$ cat config.mk
export PLATFORM = sky130hd
export DESIGN_NAME = uart_hd_phy_flat
export DESIGN_NICKNAME = d
export VERILOG_FILES = /design/src/rtl/uart_pkg.sv /design/src/rtl/uart_hd_phy_if.sv /design/src/rtl/uart_baud_gen.sv /design/src/rtl/uart_hd_phy.sv /design/src/flat_wrapper.sv
export SDC_FILE = /design/constraint.sdc
export NUM_CORES = 1
export LEC_CHECK = 0
export ABC_AREA = 0
export CAP_MARGIN = 10
export CORE_MARGIN = 3
export CORE_UTILIZATION = 57
export DETAILED_ROUTE_END_ITERATION = 6
export PLACE_DENSITY = 0.9
export SYNTH_ARGS = -nofsm -noshare
export SYNTH_HDL_FRONTEND = slang
export SYNTH_SLANG_ARGS = --single-unit
$ cat constraint.sdc
create_clock -name i_clk -period 3.9 [get_ports i_clk]
set_input_delay 0.975 -clock i_clk [delete_from_list [all_inputs] [get_ports i_clk]]
set_output_delay 0.975 -clock i_clk [all_outputs]
set_load 0.01 [all_outputs]
$ cat src/rtl/uart_pkg.sv
// Shared types and constants for the single-wire half-duplex UART PHY.
package uart_pkg;

    typedef enum logic [3:0] {
        ST_IDLE,
        ST_TX_START,
        ST_TX_DATA,
        ST_TX_PARITY,
        ST_TX_STOP,
        ST_TX_GUARD,
        ST_TX_BREAK,
        ST_RX_START,
        ST_RX_DATA,
        ST_RX_PARITY,
        ST_RX_STOP,
        ST_RX_WAIT_HIGH
    } uart_hd_state;

    localparam int PAR_NONE = 0;
    localparam int PAR_EVEN = 1;
    localparam int PAR_ODD  = 2;

    localparam int unsigned MIN_DIV = 4;

    // Wide enough for the longest per-state bit count (break length).
    localparam int CNT_W = 5;

endpackage

$ cat src/rtl/uart_hd_phy_if.sv
// Byte-side handshake between the UPDI protocol engine (master) and the PHY (slave).
interface uart_hd_phy_if #(
    parameter int DATA_BITS = 8,
    parameter int DIV_WIDTH = 16
);
    logic [DIV_WIDTH-1:0] baud_div;
    logic [DATA_BITS-1:0] tx_data;
    logic                 tx_start;
    logic                 send_break;
    logic                 tx_ready;
    logic [DATA_BITS-1:0] rx_data;
    logic                 rx_valid;
    logic                 rx_parity_err;
    logic                 rx_frame_err;
    logic                 rx_break;

    modport master (
        output baud_div, tx_data, tx_start, send_break,
        input  tx_ready, rx_data, rx_valid, rx_parity_err, rx_frame_err, rx_break
    );

    modport slave (
        input  baud_div, tx_data, tx_start, send_break,
        output tx_ready, rx_data, rx_valid, rx_parity_err, rx_frame_err, rx_break
    );
endinterface

$ cat src/rtl/uart_baud_gen.sv
// Loadable bit-time down-counter; one tick per bit, optional half-period first load.
module uart_baud_gen #(
    parameter int DIV_WIDTH = 16
) (
    input  logic                 i_clk,
    input  logic                 i_rst_n,
    input  logic [DIV_WIDTH-1:0] i_div,
    input  logic                 i_load,
    input  logic                 i_half,
    input  logic                 i_en,
    output logic                 o_tick
);
    import uart_pkg::*;

    logic [DIV_WIDTH-1:0] r_div;
    logic [DIV_WIDTH-1:0] r_cnt;
    logic [DIV_WIDTH-1:0] w_div_eff;

    assign w_div_eff = (i_div < DIV_WIDTH'(MIN_DIV)) ? DIV_WIDTH'(MIN_DIV) : i_div;
    assign o_tick    = i_en && !i_load && (r_cnt == '0);

    // Divisor is captured only at load so a frame in flight keeps its bit time.
    always_ff @(posedge i_clk or negedge i_rst_n) begin
        if (!i_rst_n) begin
            r_div <= DIV_WIDTH'(MIN_DIV);
            r_cnt <= '0;
        end else if (i_load) begin
            r_div <= w_div_eff;
            r_cnt <= i_half ? ((w_div_eff >> 1) - DIV_WIDTH'(1)) : (w_div_eff - DIV_WIDTH'(1));
        end else if (i_en) begin
            r_cnt <= (r_cnt == '0) ? (r_div - DIV_WIDTH'(1)) : (r_cnt - DIV_WIDTH'(1));
        end
    end

endmodule

$ cat src/rtl/uart_hd_phy.sv
// Single-wire half-duplex UART PHY with break, guard time and echo suppression.
//   state        | meaning
//   IDLE         | line released, accepts tx/break, watches for falling edge
//   TX_START     | driving start bit low
//   TX_DATA      | driving data bits, LSB first
//   TX_PARITY    | driving parity bit
//   TX_STOP      | stop bits, line released
//   TX_GUARD     | post-transmit idle hold
//   TX_BREAK     | driving break low
//   RX_START     | waiting for mid start bit, rejects false starts
//   RX_DATA      | sampling data bits at mid-bit
//   RX_PARITY    | sampling parity bit
//   RX_STOP      | sampling first stop bit, reports result
//   RX_WAIT_HIGH | after a low stop bit, waits for the line to return high
module uart_hd_phy #(
    parameter int    DATA_BITS  = 8,
    parameter string PARITY_BIT = "even",
    parameter int    STOP_BITS  = 2,
    parameter int    DIV_WIDTH  = 16,
    parameter int    GUARD_BITS = 2,
    parameter int    BREAK_BITS = 12
) (
    input  logic           i_clk,
    input  logic           i_rst_n,
    uart_hd_phy_if.slave   bus,
    input  logic           i_line,
    output logic           o_line_pull_low
);
    import uart_pkg::*;

    localparam int   PAR_MODE = (PARITY_BIT == "none") ? PAR_NONE :
                                (PARITY_BIT == "odd")  ? PAR_ODD  : PAR_EVEN;
    localparam logic HAS_PAR  = (PAR_MODE != PAR_NONE);
    localparam logic ODD      = (PAR_MODE == PAR_ODD);

    uart_hd_state         r_state, w_state_next;
    logic [1:0]           r_sync;
    logic                 r_line_d;
    logic                 w_line;
    logic                 w_fall;
    logic [CNT_W-1:0]     r_bit, w_bit_next;
    logic [DATA_BITS-1:0] r_shift, w_shift_next;
    logic                 r_par, w_par_next;
    logic                 w_load, w_half, w_tick, w_bg_en;
    logic                 r_pull_low, w_pull_next;
    logic [DATA_BITS-1:0] r_rx_data, w_rx_data_next;
    logic                 r_rx_valid, w_rx_valid;
    logic                 r_rx_perr, w_rx_perr;
    logic                 r_rx_ferr, w_rx_ferr;
    logic                 r_rx_break, w_rx_break;
    logic                 w_par_mismatch;
    logic                 w_all_zero;

    assign w_line         = r_sync[1];
    assign w_fall         = r_line_d && !w_line;
    assign w_bg_en        = (r_state != ST_IDLE) && (r_state != ST_RX_WAIT_HIGH);
    assign w_par_mismatch = HAS_PAR && (r_par != ((^r_shift) ^ ODD));
    assign w_all_zero     = (r_shift == '0) && !(HAS_PAR && r_par);

    uart_baud_gen #(
        .DIV_WIDTH (DIV_WIDTH)
    ) u_baud_gen (
        .i_clk   (i_clk),
        .i_rst_n (i_rst_n),
        .i_div   (bus.baud_div),
        .i_load  (w_load),
        .i_half  (w_half),
        .i_en    (w_bg_en),
        .o_tick  (w_tick)
    );

    always_ff @(posedge i_clk or negedge i_rst_n) begin
        if (!i_rst_n) begin
            r_state    <= ST_IDLE;
            r_sync     <= 2'b11;
            r_line_d   <= 1'b1;
            r_bit      <= '0;
            r_shift    <= '0;
            r_par      <= 1'b0;
            r_pull_low <= 1'b0;
            r_rx_data  <= '0;
            r_rx_valid <= 1'b0;
            r_rx_perr  <= 1'b0;
            r_rx_ferr  <= 1'b0;
            r_rx_break <= 1'b0;
        end else begin
            r_state    <= w_state_next;
            r_sync     <= {r_sync[0], i_line};
            r_line_d   <= w_line;
            r_bit      <= w_bit_next;
            r_shift    <= w_shift_next;
            r_par      <= w_par_next;
            r_pull_low <= w_pull_next;
            r_rx_data  <= w_rx_data_next;
            r_rx_valid <= w_rx_valid;
            r_rx_perr  <= w_rx_perr;
            r_rx_ferr  <= w_rx_ferr;
            r_rx_break <= w_rx_break;
        end
    end

    always_comb begin
        w_state_next   = r_state;
        w_load         = 1'b0;
        w_half         = 1'b0;
        w_shift_next   = r_shift;
        w_par_next     = r_par;
        w_rx_data_next = r_rx_data;
        w_rx_valid     = 1'b0;
        w_rx_perr      = 1'b0;
        w_rx_ferr      = 1'b0;
        w_rx_break     = 1'b0;
        case (r_state)
            ST_IDLE: begin
                // A transmit request wins over a simultaneous falling edge.
                if (bus.send_break) begin
                    w_state_next = ST_TX_BREAK;
                    w_load       = 1'b1;
                end else if (bus.tx_start) begin
                    w_state_next = ST_TX_START;
                    w_load       = 1'b1;
                    w_shift_next = bus.tx_data;
                    w_par_next   = (^bus.tx_data) ^ ODD;
                end else if (w_fall) begin
                    w_state_next = ST_RX_START;
                    w_load       = 1'b1;
                    w_half       = 1'b1;
                end
            end
            ST_TX_START: begin
                if (w_tick) w_state_next = ST_TX_DATA;
            end
            ST_TX_DATA: begin
                if (w_tick) begin
                    w_shift_next = r_shift >> 1;
                    if (r_bit == CNT_W'(DATA_BITS - 1))
                        w_state_next = HAS_PAR ? ST_TX_PARITY : ST_TX_STOP;
                end
            end
            ST_TX_PARITY: begin
                if (w_tick) w_state_next = ST_TX_STOP;
            end
            ST_TX_STOP: begin
                if (w_tick && (r_bit == CNT_W'(STOP_BITS - 1))) w_state_next = ST_TX_GUARD;
            end
            ST_TX_GUARD: begin
                if (w_tick && (r_bit == CNT_W'(GUARD_BITS - 1))) w_state_next = ST_IDLE;
            end
            ST_TX_BREAK: begin
                if (w_tick && (r_bit == CNT_W'(BREAK_BITS - 1))) w_state_next = ST_TX_GUARD;
            end
            ST_RX_START: begin
                if (w_tick) w_state_next = w_line ? ST_IDLE : ST_RX_DATA;
            end
            ST_RX_DATA: begin
                if (w_tick) begin
                    w_shift_next = {w_line, r_shift[DATA_BITS-1:1]};
                    if (r_bit == CNT_W'(DATA_BITS - 1))
                        w_state_next = HAS_PAR ? ST_RX_PARITY : ST_RX_STOP;
                end
            end
            ST_RX_PARITY: begin
                if (w_tick) begin
                    w_par_next   = w_line;
                    w_state_next = ST_RX_STOP;
                end
            end
            ST_RX_STOP: begin
                if (w_tick) begin
                    if (w_line) begin
                        w_rx_valid     = 1'b1;
                        w_rx_data_next = r_shift;
                        w_rx_perr      = w_par_mismatch;
                        w_state_next   = ST_IDLE;
                    end else if (w_all_zero) begin
                        w_rx_break     = 1'b1;
                        w_state_next   = ST_RX_WAIT_HIGH;
                    end else begin
                        w_rx_valid     = 1'b1;
                        w_rx_data_next = r_shift;
                        w_rx_perr      = w_par_mismatch;
                        w_rx_ferr      = 1'b1;
                        w_state_next   = ST_RX_WAIT_HIGH;
                    end
                end
            end
            ST_RX_WAIT_HIGH: begin
                if (w_line) w_state_next = ST_IDLE;
            end
            default: w_state_next = ST_IDLE;
        endcase
    end

    always_comb begin
        w_bit_next = r_bit;
        if (w_state_next != r_state) w_bit_next = '0;
        else if (w_tick)             w_bit_next = r_bit + CNT_W'(1);
    end

    // Pad drive is registered from the next state so it tracks state changes exactly.
    always_comb begin
        w_pull_next = 1'b0;
        case (w_state_next)
            ST_TX_START:  w_pull_next = 1'b1;
            ST_TX_BREAK:  w_pull_next = 1'b1;
            ST_TX_DATA:   w_pull_next = ~w_shift_next[0];
            ST_TX_PARITY: w_pull_next = ~w_par_next;
            default:      w_pull_next = 1'b0;
        endcase
    end

    assign o_line_pull_low   = r_pull_low;
    assign bus.tx_ready      = (r_state == ST_IDLE);
    assign bus.rx_data       = r_rx_data;
    assign bus.rx_valid      = r_rx_valid;
    assign bus.rx_parity_err = r_rx_perr;
    assign bus.rx_frame_err  = r_rx_ferr;
    assign bus.rx_break      = r_rx_break;

endmodule

$ cat src/flat_wrapper.sv
// flat-port wrapper written by rule: the top's interface ports become plain ports
module uart_hd_phy_flat import uart_pkg::*;
#(
    parameter int    DATA_BITS  = 8,
    parameter string PARITY_BIT = "    ",
    parameter int    STOP_BITS  = 2,
    parameter int    DIV_WIDTH  = 16,
    parameter int    GUARD_BITS = 2,
    parameter int    BREAK_BITS = 12
)
  (i_clk, i_rst_n, i_line, o_line_pull_low, bus_baud_div, bus_tx_data, bus_tx_start, bus_send_break, bus_tx_ready, bus_rx_data, bus_rx_valid, bus_rx_parity_err, bus_rx_frame_err, bus_rx_break);
  uart_hd_phy_if #(.DATA_BITS(DATA_BITS), .DIV_WIDTH(DIV_WIDTH)) bus_i ();
  input  logic i_clk;
  input  logic i_rst_n;
  input  logic i_line;
  output logic o_line_pull_low;
  input wire logic [$bits(bus_i.baud_div)-1:0] bus_baud_div;
  input wire logic [$bits(bus_i.tx_data)-1:0] bus_tx_data;
  input wire logic [$bits(bus_i.tx_start)-1:0] bus_tx_start;
  input wire logic [$bits(bus_i.send_break)-1:0] bus_send_break;
  output wire logic [$bits(bus_i.tx_ready)-1:0] bus_tx_ready;
  output wire logic [$bits(bus_i.rx_data)-1:0] bus_rx_data;
  output wire logic [$bits(bus_i.rx_valid)-1:0] bus_rx_valid;
  output wire logic [$bits(bus_i.rx_parity_err)-1:0] bus_rx_parity_err;
  output wire logic [$bits(bus_i.rx_frame_err)-1:0] bus_rx_frame_err;
  output wire logic [$bits(bus_i.rx_break)-1:0] bus_rx_break;
  assign bus_i.baud_div = bus_baud_div;
  assign bus_i.tx_data = bus_tx_data;
  assign bus_i.tx_start = bus_tx_start;
  assign bus_i.send_break = bus_send_break;
  assign bus_tx_ready = bus_i.tx_ready;
  assign bus_rx_data = bus_i.rx_data;
  assign bus_rx_valid = bus_i.rx_valid;
  assign bus_rx_parity_err = bus_i.rx_parity_err;
  assign bus_rx_frame_err = bus_i.rx_frame_err;
  assign bus_rx_break = bus_i.rx_break;
  uart_hd_phy #(.DATA_BITS(DATA_BITS), .PARITY_BIT(PARITY_BIT), .STOP_BITS(STOP_BITS), .DIV_WIDTH(DIV_WIDTH), .GUARD_BITS(GUARD_BITS), .BREAK_BITS(BREAK_BITS)) u_core (.i_clk(i_clk), .i_rst_n(i_rst_n), .bus(bus_i), .i_line(i_line), .o_line_pull_low(o_line_pull_low));
endmodule
Word level (Yosys, flattened, before mapping)
Index checks and enable logic that the tools add are counted.
Word-level totals
  register bits after elaboration: 66
  word-level logic and storage cells: 131
Operators by class
  $add $sub $neg: 5
  $lt $le $gt $ge: 1
  equality and inequality tests: 26
  muxes and demuxes: 60
  bitwise operators: 2
  reduce and logical (&&, ||, !) cells: 22
Operators by type and width (count)
  2-to-1 mux 16 bit: 5
  2-to-1 mux 4 bit: 18
  2-to-1 mux 8 bit: 6
  case mux 4 bit (12 select lines): 1
  subtractor 16 x 1 -> 16 bit (second input constant): 3
  2-to-1 mux 1 bit: 25
  case mux 8 bit (3 select lines): 1
  equality test 4 x 3 -> 1 bit (second input constant): 5
  equality test 4 x 2 -> 1 bit (second input constant): 4
  equality test 4 bit (second input constant): 4
  logical NOT 16 bit: 1
  < comparator 16 x 3 -> 1 bit (second input constant): 1
  XOR reduction 8 bit: 2
  subtractor 15 x 1 -> 16 bit (second input constant): 1
  2-to-1 mux 5 bit: 2
  equality test 4 x 1 -> 1 bit (second input constant): 2
  logical NOT 8 bit: 1
  logical AND 1 bit: 7
  inequality test 2 x 1 -> 1 bit (second input constant): 3
  adder 5 x 1 -> 5 bit (second input constant): 1
  equality test 5 x 1 -> 1 bit (second input constant): 1
  equality test 5 x 3 -> 1 bit (second input constant): 1
  equality test 5 x 4 -> 1 bit (second input constant): 1
  AND reduction 5 bit: 1
  other kinds (14): 19

Logic depth before layout (Yosys ltp)
Gate-level depths: netlist (run 1).
  depth after elaboration: 15
  mapped depth: 11

By module
A second synthesis (run 1) with hierarchy kept.
Second synthesis, totals
  cells, all modules: 439
  area, all modules: 4161.5 sq um
By module, submodules not included
  uart_baud_gen: times used 1, cells each 233, area an instance 2108.3 sq um
  uart_hd_phy: times used 1, cells each 206, area an instance 2053.2 sq um

Worst setup path after synthesis (run 1)
Ideal clock, no wire load.
  path type: input -> register
  from: input port bus_send_break
  to: register u_core.u_baud_gen.r_cnt[14]
  setup time: 0.082 ns
  data arrival time: 3.339 ns
  required time: 3.818 ns
  slack: 0.479 ns
  cell stages on the path: 10
  path buffers: 1
  cells stage by stage: or4b_4 -> buf_6 -> mux2_2 -> a21oi_2 -> or2_2 -> ha_1 -> o21ai_0 -> or3_1 -> or3_1 -> a31oi_1
Between the ends
  word-level cells in the longest chain between the ends: 4
RTL lines
  start, declared: line flat_wrapper.sv:20  | input wire logic [$bits(bus_i.send_break)-1:0] bus_send_break;
  2-to-1 mux 1 bit: line uart_hd_phy.sv:116  | if (bus.send_break) begin
  2-to-1 mux 1 bit: line uart_hd_phy.sv:113  | case (r_state)
  2-to-1 mux 16 bit: line uart_baud_gen.sv:29  | r_cnt <= i_half ? ((w_div_eff >> 1) - DIV_WIDTH'(1)) : (w_div_eff - DIV_WIDTH'(1));
  2-to-1 mux 16 bit: line uart_baud_gen.sv:27  | end else if (i_load) begin
  end signal, assigned: line uart_baud_gen.sv:29
  end signal, assigned: line uart_baud_gen.sv:31  | r_cnt <= (r_cnt == '0) ? (r_div - DIV_WIDTH'(1)) : (r_cnt - DIV_WIDTH'(1));
  end, declared: line uart_baud_gen.sv:16  | logic [DIV_WIDTH-1:0] r_cnt;
Parallel ways exist; a longest one is shown, timed or not.
A chain may end at the register's enable or synchronous reset.

Worst setup path after layout (run 1)
  from: input port bus_baud_div[8]
  to: register u_core.u_baud_gen.r_cnt[14]
Between the ends
  word-level cells in the longest chain between the ends: 5
RTL lines
  start, declared: line flat_wrapper.sv:17  | input wire logic [$bits(bus_i.baud_div)-1:0] bus_baud_div;
  < comparator 16 x 3 -> 1 bit: line uart_baud_gen.sv:19  | assign w_div_eff = (i_div < DIV_WIDTH'(MIN_DIV)) ? DIV_WIDTH'(MIN_DIV) : i_div;
  2-to-1 mux 16 bit (*): line uart_baud_gen.sv:19
  subtractor 16 x 1 -> 16 bit / subtractor 15 x 1 -> 16 bit (equally long branches): line uart_baud_gen.sv:29
  2-to-1 mux 16 bit (*): line uart_baud_gen.sv:29
  2-to-1 mux 16 bit (*): line uart_baud_gen.sv:27
Mark *: on every way between the ends. The rest lies on a longest branch, timed or not.

==> results.txt, run 1 <==
Outcome -> finished, final reports clean
Post-detailed-route wirelength per cell -> 18.08 µm
Count of final max-slew check failures -> 0
Clock transition time at the flip-flop clock pins of the worst setup and hold paths -> 80 ps
Layout overhead on the synthesized area -> 21.31%
Remaining global-route overflow -> 0
Maximum number of pins on one net before global-route repair -> 47
Time the final worst path needs with I/O delays and setup -> 3665 ps
CTS hold repair buffers -> 0
Global-route total usage across every layer -> 28.08%
Crit path from -> bus_baud_div[8]
Post-detailed-route count of antenna-violating nets -> 0
Overall routed net length -> 11,190 µm
Critical Path Source Type -> input pin
Share of final-layout standard cells stronger than drive strength 1 -> 12.62%
Fill cell count -> 496
Synthesized instance count -> 462
Max rail drop VDD -> 0.3334 mV
Vias in the first global route -> 3,882
Worst r2r src -> u_core.r_state[3]$_DFF_PN0_
Via count of the routed design -> 3,948
Hold Crit Class -> flip-flop to flip-flop
Post-synthesis net count -> 498
Count of antenna diodes in the layout -> 0
Setup fix buffers added after clock tree synthesis -> 0
Vias per inst -> 6.378
CTS tree -> yes
Maximum achievable frequency -> 272.8 MHz
Data required time at the worst endpoint -> 4160 ps
Arrival time of data at the critical path endpoint -> 3930 ps
Type of destination of the critical path -> flip-flop
Die H -> 90.13 µm
Critical path fanouts, max -> 4
Max-cap violations -> 0
Total power divided by cell area -> 384.3 nW/µm²
DRC Markers -> 0
Worst-margin pin slew -> 1037 ps
Sequential share of the synthesized area -> 41.07%
Final cell count without fillers -> 619
Die X -> 90.13 µm
Post_cts resized -> 0
Number of sinks on the clock net -> 66
Max-Slew Margin vs Limit -> 30.74%
Top-level port count -> 43
Final Net Count -> 554
Fin. Hold Viols -> 0
Total of flip-flops plus latches after synthesis -> 66
Die area -> 8123 µm²
Final HPWL from detailed placement -> 7815 µm
Depth of the CTS H-tree -> 3
Number of synthesized flops with an enable pin -> 0
Synthesis warning total -> 0
Slowest Stage Delay on Critical Path -> 500 ps
Clock latency at the later pin of the worst-skew pair -> 350 ps
Setup violators final -> 0
Number of different library cells in the post-synthesis netlist -> 66
DRT iter0 DRCs -> 472
Final Instance Area -> 4893 µm²
Final GP Congestion -> 0.9644
Total leakage power -> 2.114 nW
Final sum of negative setup slack -> 0 ps
Hold WS -> 361.3 ps
Global-route wire length before repair -> 18,680 µm
Prevailing post-synth register cell -> sky130_fd_sc_hd__dfrtp_1
Period utilization -> 93.99%
Number of cell rows -> 30
Effective utilization at floorplan -> 59.05%
Maximum clock insertion buffer count -> 2
Core Util, Final -> 71.63%
Critical setup path kind -> input pin to flip-flop
Number of optimization iterations in the first detailed-route pass -> 5
Quantity of I/O buffers inserted on ports -> 42
TritonCTS buffer count -> 9
Post-synthesis cell area -> 4034 µm²
Crit-path slowest cell -> sky130_fd_sc_hd__nor4_1
CP Cell Sequence -> clkdlybuf4s50_1 -> nor4_1 -> nand4_1 -> buf_4 -> a21oi_2 -> or2_2 -> ha_1 -> o21ai_0 -> or3_1 -> or3_1 -> a31oi_1
Count of placed standard cells including taps -> 603
Clock root buffer -> sky130_fd_sc_hd__clkbuf_8
RSZ-0062 raised after global routing -> false
Mean post-synth cell area -> 8.731 µm²
Antenna violations before repair -> 0
Hold Crit Start -> u_core.r_sync[0]$_DFF_PN1_
Clock skew after layout -> 12.24 ps
Core region area -> 6832 µm²
Most used cell, CP -> sky130_fd_sc_hd__or3_1
Async set or reset register ratio after synthesis -> 100.0%
Placed Area -> 4642 µm²
## path summary, 6_finish.rpt
check                      depth (start not counted)  slack [ps]                                       to
max                                               11         230  u_core.u_baud_gen.r_cnt[14]$_DFFE_PN0P_
min                                                0         360               u_core.r_sync[1]$_DFF_PN1_
max reg2reg                                       10         490  u_core.u_baud_gen.r_cnt[14]$_DFFE_PN0P_
min reg2reg                                        0         360               u_core.r_sync[1]$_DFF_PN1_
max in group asynchronous                          2        2210  u_core.u_baud_gen.r_cnt[11]$_DFFE_PN0P_
min in group asynchronous                          1         810            u_core.bus.rx_valid$_DFF_PN0_
## layer usage
layer  vias up  global-route usage [%]  routed length (µm)
met5         -                       0                   0
met2       230                   46.30                5549
met3        53                   7.029                1014
li1       1791                       -                   -
met1      1874                   35.69                4304
met4         0                   10.59                 324
## stage by stage
stage	worst slack [ps]	power (mW)
after floorplan	479.1	1.016
after global placement	104.9	1.135
after detailed placement	14.27	1.151
after CTS	317.1	1.879
after global routing	63.90	1.956
final	234.6	1.880
## cell families after synthesis
logic type	count (synthesis)	share of synthesized area [%]
XOR/XNOR	23	4.994
AND/OR/NAND/NOR	190	23.05
multiplexers	4	1.055
buffers and inverters	49	5.552
adder cells (fa/ha/maj)	7	2.171
flip-flops	66	41.07
AO/OA/AOI/OAI	123	22.12
## registers in the layout, summed over array words and instances (netlist names)
| signal | cells |
|---|---|
| u_core.r_sync | 2 |
| u_core.r_bit | 5 |
| u_core.r_line_d | 1 |
| u_core.bus.rx_data | 8 |
| u_core.r_shift | 8 |
| u_core.bus.rx_parity_err | 1 |
| u_core.u_baud_gen.r_div | 16 |
| u_core.bus.rx_valid | 1 |
| u_core.r_state | 4 |
| u_core.bus.rx_break | 1 |
| u_core.u_baud_gen.r_cnt | 16 |
| u_core.r_par | 1 |
| u_core.bus.rx_frame_err | 1 |
| u_core.o_line_pull_low | 1 |
## cells in the mapped netlist, types with 7 or more instances
master | instances | area [µm²]
sky130_fd_sc_hd__a211oi_1 | 11 | 82.58
sky130_fd_sc_hd__a21oi_1 | 13 | 65.06
sky130_fd_sc_hd__a222oi_1 | 8 | 80.08
sky130_fd_sc_hd__a31oi_1 | 8 | 50.05
sky130_fd_sc_hd__clkbuf_1 | 13 | 48.80
sky130_fd_sc_hd__dfrtp_1 | 62 | 1551
sky130_fd_sc_hd__ha_1 | 7 | 87.58
sky130_fd_sc_hd__inv_1 | 24 | 90.09
sky130_fd_sc_hd__nand2_1 | 80 | 300.3
sky130_fd_sc_hd__nand3_1 | 13 | 65.06
sky130_fd_sc_hd__nand4_1 | 8 | 50.05
sky130_fd_sc_hd__nor2_1 | 30 | 112.6
sky130_fd_sc_hd__nor3_1 | 15 | 75.07
sky130_fd_sc_hd__nor4_1 | 10 | 62.56
sky130_fd_sc_hd__o21ai_0 | 28 | 140.1
sky130_fd_sc_hd__xnor2_1 | 18 | 157.7
## critical path: cells and delay by family
family	cells	cell delay [ps]
adders and majority gates	1	170
and+or+nand+nor	5	1610
buffers and inverters	2	670
AOI/OAI and AO/OA	3	510
## cells in the final DEF (no fill, tap or decap), types with 3 or more instances in the layout
cell type,n
sky130_fd_sc_hd__nor2_1,30
sky130_fd_sc_hd__or3_1,5
sky130_fd_sc_hd__and2_1,3
sky130_fd_sc_hd__o31ai_1,3
sky130_fd_sc_hd__ha_1,7
sky130_fd_sc_hd__a221o_1,3
sky130_fd_sc_hd__a211oi_1,11
sky130_fd_sc_hd__o21ai_0,28
sky130_fd_sc_hd__nand2_1,80
sky130_fd_sc_hd__o2bb2ai_1,3
sky130_fd_sc_hd__nand2b_1,3
sky130_fd_sc_hd__o22ai_1,5
sky130_fd_sc_hd__bufinv_16,3
sky130_fd_sc_hd__dfrtp_1,62
sky130_fd_sc_hd__clkdlybuf4s50_1,41
sky130_fd_sc_hd__nand4_1,8
sky130_fd_sc_hd__dfstp_2,4
sky130_fd_sc_hd__a21oi_1,13
sky130_fd_sc_hd__xnor2_1,18
sky130_fd_sc_hd__nor4_1,10
sky130_fd_sc_hd__a211o_1,6
sky130_fd_sc_hd__nor2b_1,6
sky130_fd_sc_hd__buf_4,27
sky130_fd_sc_hd__o22a_1,4
sky130_fd_sc_hd__xor2_1,5
sky130_fd_sc_hd__nor3_1,15
sky130_fd_sc_hd__a222oi_1,8
sky130_fd_sc_hd__a21o_1,6
sky130_fd_sc_hd__a31oi_1,8
sky130_fd_sc_hd__a31o_2,3
sky130_fd_sc_hd__inv_1,24
sky130_fd_sc_hd__clkbuf_8,11
sky130_fd_sc_hd__nand3_1,13
## layout make-up
type | count | area [µm²] | area share [%]
clock inverters | 5 | 100.1 | 2.046
clock buffers | 11 | 151.4 | 3.094
repair buffers | 69 | 618.1 | 12.63
flip-flops and latches | 66 | 1657 | 33.85
inverters | 25 | 93.84 | 1.918
well taps | 96 | 120.1 | 2.455
multi-input cells | 347 | 2153 | 44.00
## power by group
part           internal (mW)  switching, mW
combinational          0.161          0.200
sequential             0.742         0.0518
clock                  0.457          0.268
(Power assumes the default switching activity.)
==> run 2: changes to the inputs <==
Settings changed: GPL_TIMING_DRIVEN set to 1.
==> results of run 2 <==
The final DEF is identical to that of run 1; final timing and power are the same.
==> run 3: changes to the inputs <==
Settings changed: CORE_MARGIN 3 to 1.5, CTS_CLUSTER_SIZE set to 25, SKIP_LAST_GASP set to 1.
==> run 3 against run 2 <==
Against the previous run: global-route usage is 3.9 points higher; sequential cell count did not move; total power decreased by 6.4%; cell area fell by 0.74%; critical endpoint unchanged; largest cell class unchanged.
==> results.txt, run 3 (synthesized netlist as in run 1, its figures left out) <==
Outcome -> finished, final reports clean
Data required time at the worst endpoint -> 4150 ps
Total leakage power -> 2.096 nW
CTS tree -> yes
Type of destination of the critical path -> flip-flop
Die area -> 7591 µm²
Arrival time of data at the critical path endpoint -> 3950 ps
Maximum number of pins on one net before global-route repair -> 40
Post-detailed-route count of antenna-violating nets -> 0
Final Instance Area -> 4857 µm²
Fin. Hold Viols -> 0
Post-detailed-route wirelength per cell -> 17.94 µm
Share of final-layout standard cells stronger than drive strength 1 -> 12.40%
Critical path fanouts, max -> 3
Top-level port count -> 43
Layout overhead on the synthesized area -> 20.41%
Time the final worst path needs with I/O delays and setup -> 3702 ps
Number of optimization iterations in the first detailed-route pass -> 6
Number of sinks on the clock net -> 66
Effective utilization at floorplan -> 59.05%
Final GP Congestion -> 0.9770
DRC Markers -> 0
Most frequent cells in the layout -> 80 x sky130_fd_sc_hd__nand2_1, 62 x sky130_fd_sc_hd__dfrtp_1, 41 x sky130_fd_sc_hd__clkdlybuf4s50_1
Critical setup path kind -> input pin to flip-flop
Clock transition time at the flip-flop clock pins of the worst setup and hold paths -> 70 ps
Commonest non-fill, non-tap cell in the layout -> sky130_fd_sc_hd__nand2_1
Quantity of I/O buffers inserted on ports -> 42
Maximum clock insertion buffer count -> 2
Depth of the CTS H-tree -> 3
Die X -> 87.13 µm
Max-cap violations -> 0
Post_cts resized -> 0
Setup violators final -> 0
Worst-margin pin slew -> 1058 ps
Vias in the first global route -> 3,908
TritonCTS buffer count -> 9
DRT iter0 DRCs -> 546
Max-Slew Margin vs Limit -> 29.34%
Count of final max-slew check failures -> 0
Period utilization -> 94.92%
Placed Area -> 4649 µm²
Largest registers -> u_core.u_baud_gen.r_cnt (16), u_core.u_baud_gen.r_div (16)
Clock skew after layout -> 9.063 ps
Global-route wire length before repair -> 18,600 µm
Hold Crit Class -> flip-flop to flip-flop
Number of cell rows -> 30
Final Net Count -> 555
Final HPWL from detailed placement -> 7754 µm
Clock root buffer -> sky130_fd_sc_hd__clkbuf_8
Max rail drop VDD -> 0.2066 mV
Count of antenna diodes in the layout -> 0
Total power divided by cell area -> 362.4 nW/µm²
Antenna violations before repair -> 0
Maximum achievable frequency -> 270.1 MHz
Overall power -> 1.760 mW
Critical Path Source Type -> input pin
Via count of the routed design -> 3,952
Core region area -> 6832 µm²
Global-route total usage across every layer -> 32.00%
CTS hold repair buffers -> 0
Remaining global-route overflow -> 0
Vias per inst -> 6.374
Setup fix buffers added after clock tree synthesis -> 0
Overall routed net length -> 11,130 µm
Clock latency at the later pin of the worst-skew pair -> 350 ps
RSZ-0062 raised after global routing -> false
Die H -> 87.13 µm
[run 3: final cells by class]
type,count,area [µm²]
Tap cell,96,120.1
Timing Repair Buffer,70,625.6
Clock inverter,2,35.03
Multi-Input combinational cell,347,2153
Sequential cell,66,1657
Clock buffer,14,172.7
Inverter,25,93.84
Fill cell,508,1974
[run 3: worst paths after layout]
kind	from	endpoint	slack, ps	cells after the start
setup / recovery	bus_send_break	u_core.u_baud_gen.r_cnt[14]$_DFFE_PN0P_	200	10
hold / removal	u_core.r_sync[0]$_DFF_PN1_	u_core.r_sync[1]$_DFF_PN1_	350	0
setup reg to reg	u_core.r_state[1]$_DFF_PN0_	u_core.u_baud_gen.r_cnt[14]$_DFFE_PN0P_	450	10
hold reg to reg	u_core.r_sync[0]$_DFF_PN1_	u_core.r_sync[1]$_DFF_PN1_	350	0
max in group asynchronous	i_rst_n	u_core.r_line_d$_DFF_PN1_	2310	2
min in group asynchronous	i_rst_n	u_core.u_baud_gen.r_cnt[0]$_DFFE_PN0P_	630	1
[run 3: worst max-delay path, cell delays in order]
cell and delay [ps]:
sky130_fd_sc_hd__clkdlybuf4s50_1 440, sky130_fd_sc_hd__or4b_4 550, sky130_fd_sc_hd__mux2_2 290, sky130_fd_sc_hd__a21oi_2 170
sky130_fd_sc_hd__or2_2 150, sky130_fd_sc_hd__ha_1 210, sky130_fd_sc_hd__o21ai_0 140, sky130_fd_sc_hd__or3_1 370
sky130_fd_sc_hd__or3_1 400, sky130_fd_sc_hd__a31oi_1 250
[run 3: stage by stage]
step                std cells  utilization, %  setup WS [ps]  hold WS [ps]  setup TNS, ps
floorplan                 462               -          479.1         345.2              0
global placement          604           68.06          63.78         348.9              0
detailed placement        604           68.06         -77.00         350.8         -112.5
CTS                       620           71.10          203.3         351.6              0
global route              620           71.10          10.20         364.2              0
finish                    620           71.10          198.2         350.0              0
[run 3: per-layer routing]
metal	wire length [µm]	vias up	track usage [%]
li1	-	1801	-
met1	4262	1844	39.83
met2	5364	249	52.22
met3	1023	58	6.445
met4	474	0	17.75
met5	0	-	0
[run 3: power by group]
| part | internal [mW] | switching (mW) | leakage, nW |
|---|---|---|---|
| combinational | 0.161 | 0.200 | 1.19 |
| clock | 0.347 | 0.258 | 0.107 |
| sequential | 0.743 | 0.0514 | 0.803 |
